===== config.mk =====
export PLATFORM = sky130hd
export DESIGN_NAME = multicycle_data_path
export DESIGN_NICKNAME = d
export VERILOG_FILES = /design/src/rtl/multicycle_data_path.sv
export SDC_FILE = /design/constraint.sdc
export NUM_CORES = 2
export LEC_CHECK = 0
export ABC_AREA = 1
export CAP_MARGIN = 20
export CORE_MARGIN = 2
export CORE_UTILIZATION = 38
export CTS_BUF_LIST = sky130_fd_sc_hd__clkbuf_8
export CTS_CLUSTER_DIAMETER = 100
export DETAILED_ROUTE_END_ITERATION = 6
export PLACE_DENSITY = 0.65
export SLEW_MARGIN = 20
export SYNTH_ARGS = -nofsm -noshare
export SYNTH_HDL_FRONTEND = slang
export SYNTH_SLANG_ARGS = --single-unit

===== constraint.sdc =====
create_clock -name clk -period 40.5 [get_ports clk]
set_clock_uncertainty 0.05 [all_clocks]
set_input_delay 6.075 -clock clk [delete_from_list [all_inputs] [get_ports clk]]
set_output_delay 6.075 -clock clk [all_outputs]
set_load 0.02 [all_outputs]

===== src/rtl/multicycle_data_path.sv =====
// Multi-cycle datapath: fetch, decode, execute, memory and write-back share one
// req/ready memory port; control comes from an external decoder watching instr.
module multicycle_data_path #(
   parameter int WIDTH      = 22,
   parameter int REG_COUNT  = 16,
   parameter int REG_ADDR_W = 4,
   parameter int PC_STEP    = 4,
   parameter int RESET_PC   = 0
) (
   input  logic                  clk,
   input  logic                  rst,
   output logic                  mem_req,
   output logic                  mem_we,
   output logic [WIDTH-1:0]      mem_addr,
   output logic [WIDTH-1:0]      mem_wdata,
   input  logic [WIDTH-1:0]      mem_rdata,
   input  logic                  mem_ready,
   output logic [WIDTH-1:0]      instr,
   input  logic [REG_ADDR_W-1:0] rd_addr,
   input  logic [REG_ADDR_W-1:0] rn_addr,
   input  logic [REG_ADDR_W-1:0] rm_addr,
   input  logic [WIDTH-1:0]      imm_ext,
   input  logic [1:0]            alu_control,
   input  logic                  alu_src,
   input  logic                  mov_src,
   input  logic                  cond_pass,
   input  logic                  set_flags,
   input  logic                  is_load,
   input  logic                  is_store,
   input  logic                  is_branch,
   input  logic                  reg_write,
   output logic [WIDTH-1:0]      pc,
   output logic [3:0]            flags,
   output logic [2:0]            state,
   output logic                  busy
);

   typedef enum logic [2:0] {
      S_FETCH  = 3'd0,
      S_DECODE = 3'd1,
      S_EXEC   = 3'd2,
      S_MEM    = 3'd3,
      S_WB     = 3'd4
   } state_t;

   localparam logic [REG_ADDR_W-1:0] PC_IDX = REG_ADDR_W'(REG_COUNT - 1);
   localparam logic [WIDTH-1:0]      STEP   = WIDTH'(PC_STEP);

   state_t           state_q, state_d;
   logic [WIDTH-1:0] pc_q, instr_q, a_q, b_q, r_q, ld_q;
   logic [WIDTH-1:0] regs [REG_COUNT];
   logic [3:0]       flags_q;
   logic             fetch_armed_q;

   // pc_q already points past the fetched word, so one more step gives fetch+2*step
   logic [WIDTH-1:0] pc_alias, rn_val, rm_val, rd_val, wb_val;
   assign pc_alias = pc_q + STEP;
   assign rn_val   = (rn_addr == PC_IDX) ? pc_alias : regs[rn_addr];
   assign rm_val   = (rm_addr == PC_IDX) ? pc_alias : regs[rm_addr];
   assign rd_val   = (rd_addr == PC_IDX) ? pc_alias : regs[rd_addr];
   assign wb_val   = is_load ? ld_q : r_q;

   logic [WIDTH-1:0] op_a, alu_r;
   logic [WIDTH:0]   add_full, sub_full;
   logic             alu_c, alu_v, add_v, sub_v;

   assign op_a     = mov_src ? '0 : a_q;
   assign add_full = {1'b0, op_a} + {1'b0, b_q};
   assign sub_full = {1'b0, op_a} + {1'b0, ~b_q} + {{WIDTH{1'b0}}, 1'b1};
   assign add_v    = (op_a[WIDTH-1] == b_q[WIDTH-1]) && (add_full[WIDTH-1] != op_a[WIDTH-1]);
   assign sub_v    = (op_a[WIDTH-1] != b_q[WIDTH-1]) && (sub_full[WIDTH-1] != op_a[WIDTH-1]);

   always_comb begin
      alu_r = add_full[WIDTH-1:0];
      alu_c = flags_q[1];
      alu_v = flags_q[0];
      case (alu_control)
         2'b00: begin alu_r = add_full[WIDTH-1:0]; alu_c = add_full[WIDTH]; alu_v = add_v; end
         2'b01: begin alu_r = sub_full[WIDTH-1:0]; alu_c = sub_full[WIDTH]; alu_v = sub_v; end
         2'b10: alu_r = op_a & b_q;
         default: alu_r = op_a | b_q;
      endcase
   end

   always_comb begin
      state_d   = state_q;
      mem_req   = 1'b0;
      mem_we    = 1'b0;
      mem_addr  = pc_q;
      mem_wdata = rd_val;
      case (state_q)
         S_FETCH: begin
            mem_req = fetch_armed_q;
            if (fetch_armed_q && mem_ready) state_d = S_DECODE;
         end
         S_DECODE: state_d = cond_pass ? S_EXEC : S_FETCH;
         S_EXEC: begin
            if (is_branch)                state_d = S_FETCH;
            else if (is_load || is_store) state_d = S_MEM;
            else if (reg_write)           state_d = S_WB;
            else                          state_d = S_FETCH;
         end
         S_MEM: begin
            mem_req  = 1'b1;
            mem_we   = is_store;
            mem_addr = r_q;
            if (mem_ready) state_d = is_load ? S_WB : S_FETCH;
         end
         S_WB:    state_d = S_FETCH;
         default: state_d = S_FETCH;
      endcase
   end

   // The very first FETCH cycle after reset is idle so mem_req is low while rst is high
   always_ff @(posedge clk or posedge rst) begin
      if (rst) begin
         state_q       <= S_FETCH;
         pc_q          <= WIDTH'(RESET_PC);
         instr_q       <= '0;
         flags_q       <= '0;
         fetch_armed_q <= 1'b0;
         a_q           <= '0;
         b_q           <= '0;
         r_q           <= '0;
         ld_q          <= '0;
         for (int i = 0; i < REG_COUNT; i++) regs[i] <= '0;
      end else begin
         fetch_armed_q <= 1'b1;
         state_q       <= state_d;
         case (state_q)
            S_FETCH: begin
               if (fetch_armed_q && mem_ready) begin
                  instr_q <= mem_rdata;
                  pc_q    <= pc_q + STEP;
               end
            end
            S_DECODE: begin
               a_q <= rn_val;
               b_q <= alu_src ? imm_ext : rm_val;
            end
            S_EXEC: begin
               r_q <= alu_r;
               if (set_flags) flags_q <= {alu_r[WIDTH-1], (alu_r == '0), alu_c, alu_v};
               if (is_branch) pc_q <= alu_r;
            end
            S_MEM: begin
               if (mem_ready && is_load) ld_q <= mem_rdata;
            end
            S_WB: begin
               regs[rd_addr] <= wb_val;
               if (rd_addr == PC_IDX) pc_q <= wb_val;
            end
            default: ;
         endcase
      end
   end

   assign instr = instr_q;
   assign pc    = pc_q;
   assign flags = flags_q;
   assign state = state_q;
   assign busy  = !((state_q == S_FETCH) && !fetch_armed_q);

endmodule


==> metrics.md <==
| Metric | Value |
|---|---|
| Syn Nets | 4739 |
| Mean Syn Cell Area | slightly below 7 um2 |
| CTS resizes | 0 |
| Final hold viol count | 0 |
| Warnings, synthesis | 0 |
| DR pass1 iterations | 6 |
| P&R area growth vs syn | 13.1% |
| Pleak | roughly 17 nW |
| Cell taking the most area after synthesis | dfrtp_1 |
| Postcts setup bufs | 0 |
| CTS H-tree depth | 3 |
| Sink Count | about 480 |
| Clk pin slew, worst setup/hold paths | approximately 0.060 ns |
| Inst Count DP | approximately 5600 |
| CP Capture Type | primary output |
| Post-DP HPWL | between 90000 and 100000 um |
| Port Buffers | 166 |
| Worst setup path class | input port to primary output |
| Post-synth EDFFs | 0 |
| Clock latency on the worst-skew pair | 0.74 ns |
| Synth top area share | around 38% |
| Row count | around 110 |
| Ys flop type | dfrtp_1 |
| Flip-flop and latch count after synthesis | ~480 |
| Total Routed Length | around 140000 um |
| Setup TNS | 0 ns |
| Total GRT Usage | approximately 32% |
| GRT overflow | 0 |
| Initial antenna violation count | 5 |
| Die height | 294 um |
| Root buffer cell | clkbuf_8 |
| CTS Hold Buffers Added | 0 |
| Worst min-delay path category | flip-flop to flip-flop |
| Hold_ws | about 0.44 ns |
| RSZ-0062 raised after global routing | no |
| Syn Std Cell Area | between 0.03 and 0.04 mm2 |
| Status | finished, final reports clean |
| Clock Tree Buf Depth | 3 |
| Area of the core | around 0.083 mm2 |
| Cell Pwr Density | between 60 and 70 mW/mm2 |
| Share of flip-flops with an asynchronous set or reset | between 90% and 100% |
| Synth area leaders | dfrtp_1, o21ai_0, nand2_1 |
| Max Cap Viol | 0 |
| Reg2reg setup slack | around 37 ns |
| Total power | around 2.3 mW |
| TritonCTS clock tree | built |
| Via count | 34500 |
| Crit path setup slack, layout | ~24 ns |
| DIE WIDTH | slightly below 300 um |
| Largest fanout on the critical path | 39 |
| Pre-CTS setup slack | about 24 ns |
| # nets final | between 4000 and 5000 |
| Synth cell types | 54 |
| RePlAce Congestion | about 0.98 |
| CTS Buf Count | 91 |
| Worst Path Arrival | about 10 ns |
| Fin crit period | between 15 and 20 ns |
| Worst setup SP type | input port |
| Final Cycle Share | ~40% |
| Largest net degree at the start of global routing | between 100 and 150 |
| Residual DRC count | 0 |
| Initial Utilization | approximately two fifths |
| Setup violators final | 0 |
| Fin cells | approximately 5800 |
| Global-route wire length before repair | between 200000 and 250000 um |
| Share of cells above drive strength 1 | 6.60% |
| Max-slew violations | 0 |
| Ports | 167 |
| Sequential share of the synthesized area | 37.8% |
| Slew headroom | between 10% and 20% |
| Starting DRT DRC Count | around 4800 |
| Routed Antenna Nets | 0 |
| Fmax | 0.0603 GHz |
| Peak VDD IR | about 0.031 mV |
| Wire per inst | ~25 um |
| Slew @ Worst Pin | between 1 and 1.5 ns |
| Critical Path RT | roughly 34 ns |
| Via/cell ratio | 6.00 |
| Vias in the first global route | around 32000 |
| Die Area | between 0.08 and 0.09 mm2 |
| Gate Count Post-Synth | between 4000 and 5000 |
[where the power goes]
group          switching (mW)  internal (mW)  total [mW]
registers              0.0909          0.624       0.715
clock network           0.229          0.252       0.481
logic                   0.804          0.339        1.14
[path summary, 6_finish.rpt]
| check | start | endpoint | cells after the start |
|---|---|---|---|
| setup / recovery | rd_addr[1] | mem_wdata[10] | 11 |
| hold / removal | ld_q[21] | ld_q[21] | 2 |
| setup reg to reg | a_q[0] | r_q[16] | 14 |
| hold reg to reg | ld_q[21] | ld_q[21] | 2 |
| max in group asynchronous | rst | instr[6] | 4 |
| min in group asynchronous | rst | regs[316] | 2 |
[cell usage after synthesis (all sizes together), types with 2 or more instances]
master and number:
o22ai 111, a21boi 3, fa 2, o31ai 2, o211ai 34, a41oi 6
nand4 32, and2 2, o21ai 943, xor2 15, o2111ai 5, buf 125
a221oi 15, inv 596, a31oi 32, a21oi 384, nand3 284, o21bai 7
a32oi 10, o311ai 2, or2 12, o221ai 25, nand2 893, nor2 200
a22oi 33, clkinv 2, clkbuf 205, nor4 3, a211oi 8, nand3b 5
dfrtp 482, nor3 24, a22o 3, mux2 11, ha 74
[state kept, by name (all words and copies together) (netlist names)]
name / cells
regs: 342
a_q: 22
b_q: 22
instr: 22
ld_q: 22
pc: 22
r_q: 22
flags: 4
state: 3
fetch_armed_q: 1
[per-layer routing]
layer  track usage [%]  share of wire (%)  routed length, um
met5                 0              0.020                 28
met4              17.3                6.2               8800
met3              6.82                 11              16300
met2              47.2                 42              59900
met1              44.1                 40              57100
[cell families after synthesis]
group,share of synthesized area [%]
xor gates and xnor gates,0.440
DFF,37.8
and+or+nand+nor,19.3
muxes,0.389
AOI/OAI and AO/OA,27.7
other,0.0118
adders and majority gates,3.03
buffers and inverters,11.3
[final cells by class]
type | count | area [um2]
Multi-Input combinational cell | 3184 | 16300
Clock buffer | 110 | 1510
Tap cell | 1080 | 1350
Antenna cell | 3 | 7.51
Fill cell | 8644 | 47200
Sequential cell | 482 | 12100
Clock inverter | 50 | 269
Inverter | 598 | 2260
Timing Repair Buffer | 245 | 2240
[stage by stage]
step                util [%]  area [um2]
floorplan                  -       31900
global placement        41.1       34200
detailed placement      41.1       34300
CTS                     43.3       36000
global route            43.3       36000
finish                  43.3       36000
[cell usage in the layout, fill, tap and decap left out, types with 11 or more instances in the layout]
master / instances
nor2_4: 15
mux2_2: 11
o21ai_1: 14
nand2_1: 888
nand4_1: 30
clkdlybuf4s50_1: 161
nand3_1: 282
o211ai_1: 34
nor2_1: 173
clkbuf_8: 110
or2_2: 12
inv_1: 617
xor2_1: 15
a22oi_1: 33
o22ai_1: 111
nor3_1: 16
o221ai_1: 25
buf_4: 82
ha_1: 74
nor2_2: 12
a31oi_1: 32
a21oi_1: 384
o21ai_0: 919
dfrtp_1: 482
[worst max-delay path: stages]
cell and delay (ns):
clkdlybuf4s50_1 0.73, inv_2 0.21, nor2_4 0.61, inv_2 0.57, buf_4 0.47, o22ai_1 0.19, o21ai_0 0.13, nand3_1 0.18
nor2_1 0.06, a21oi_1 0.47, clkdlybuf4s50_1 0.73
Power figures use the tool's default switching activity.
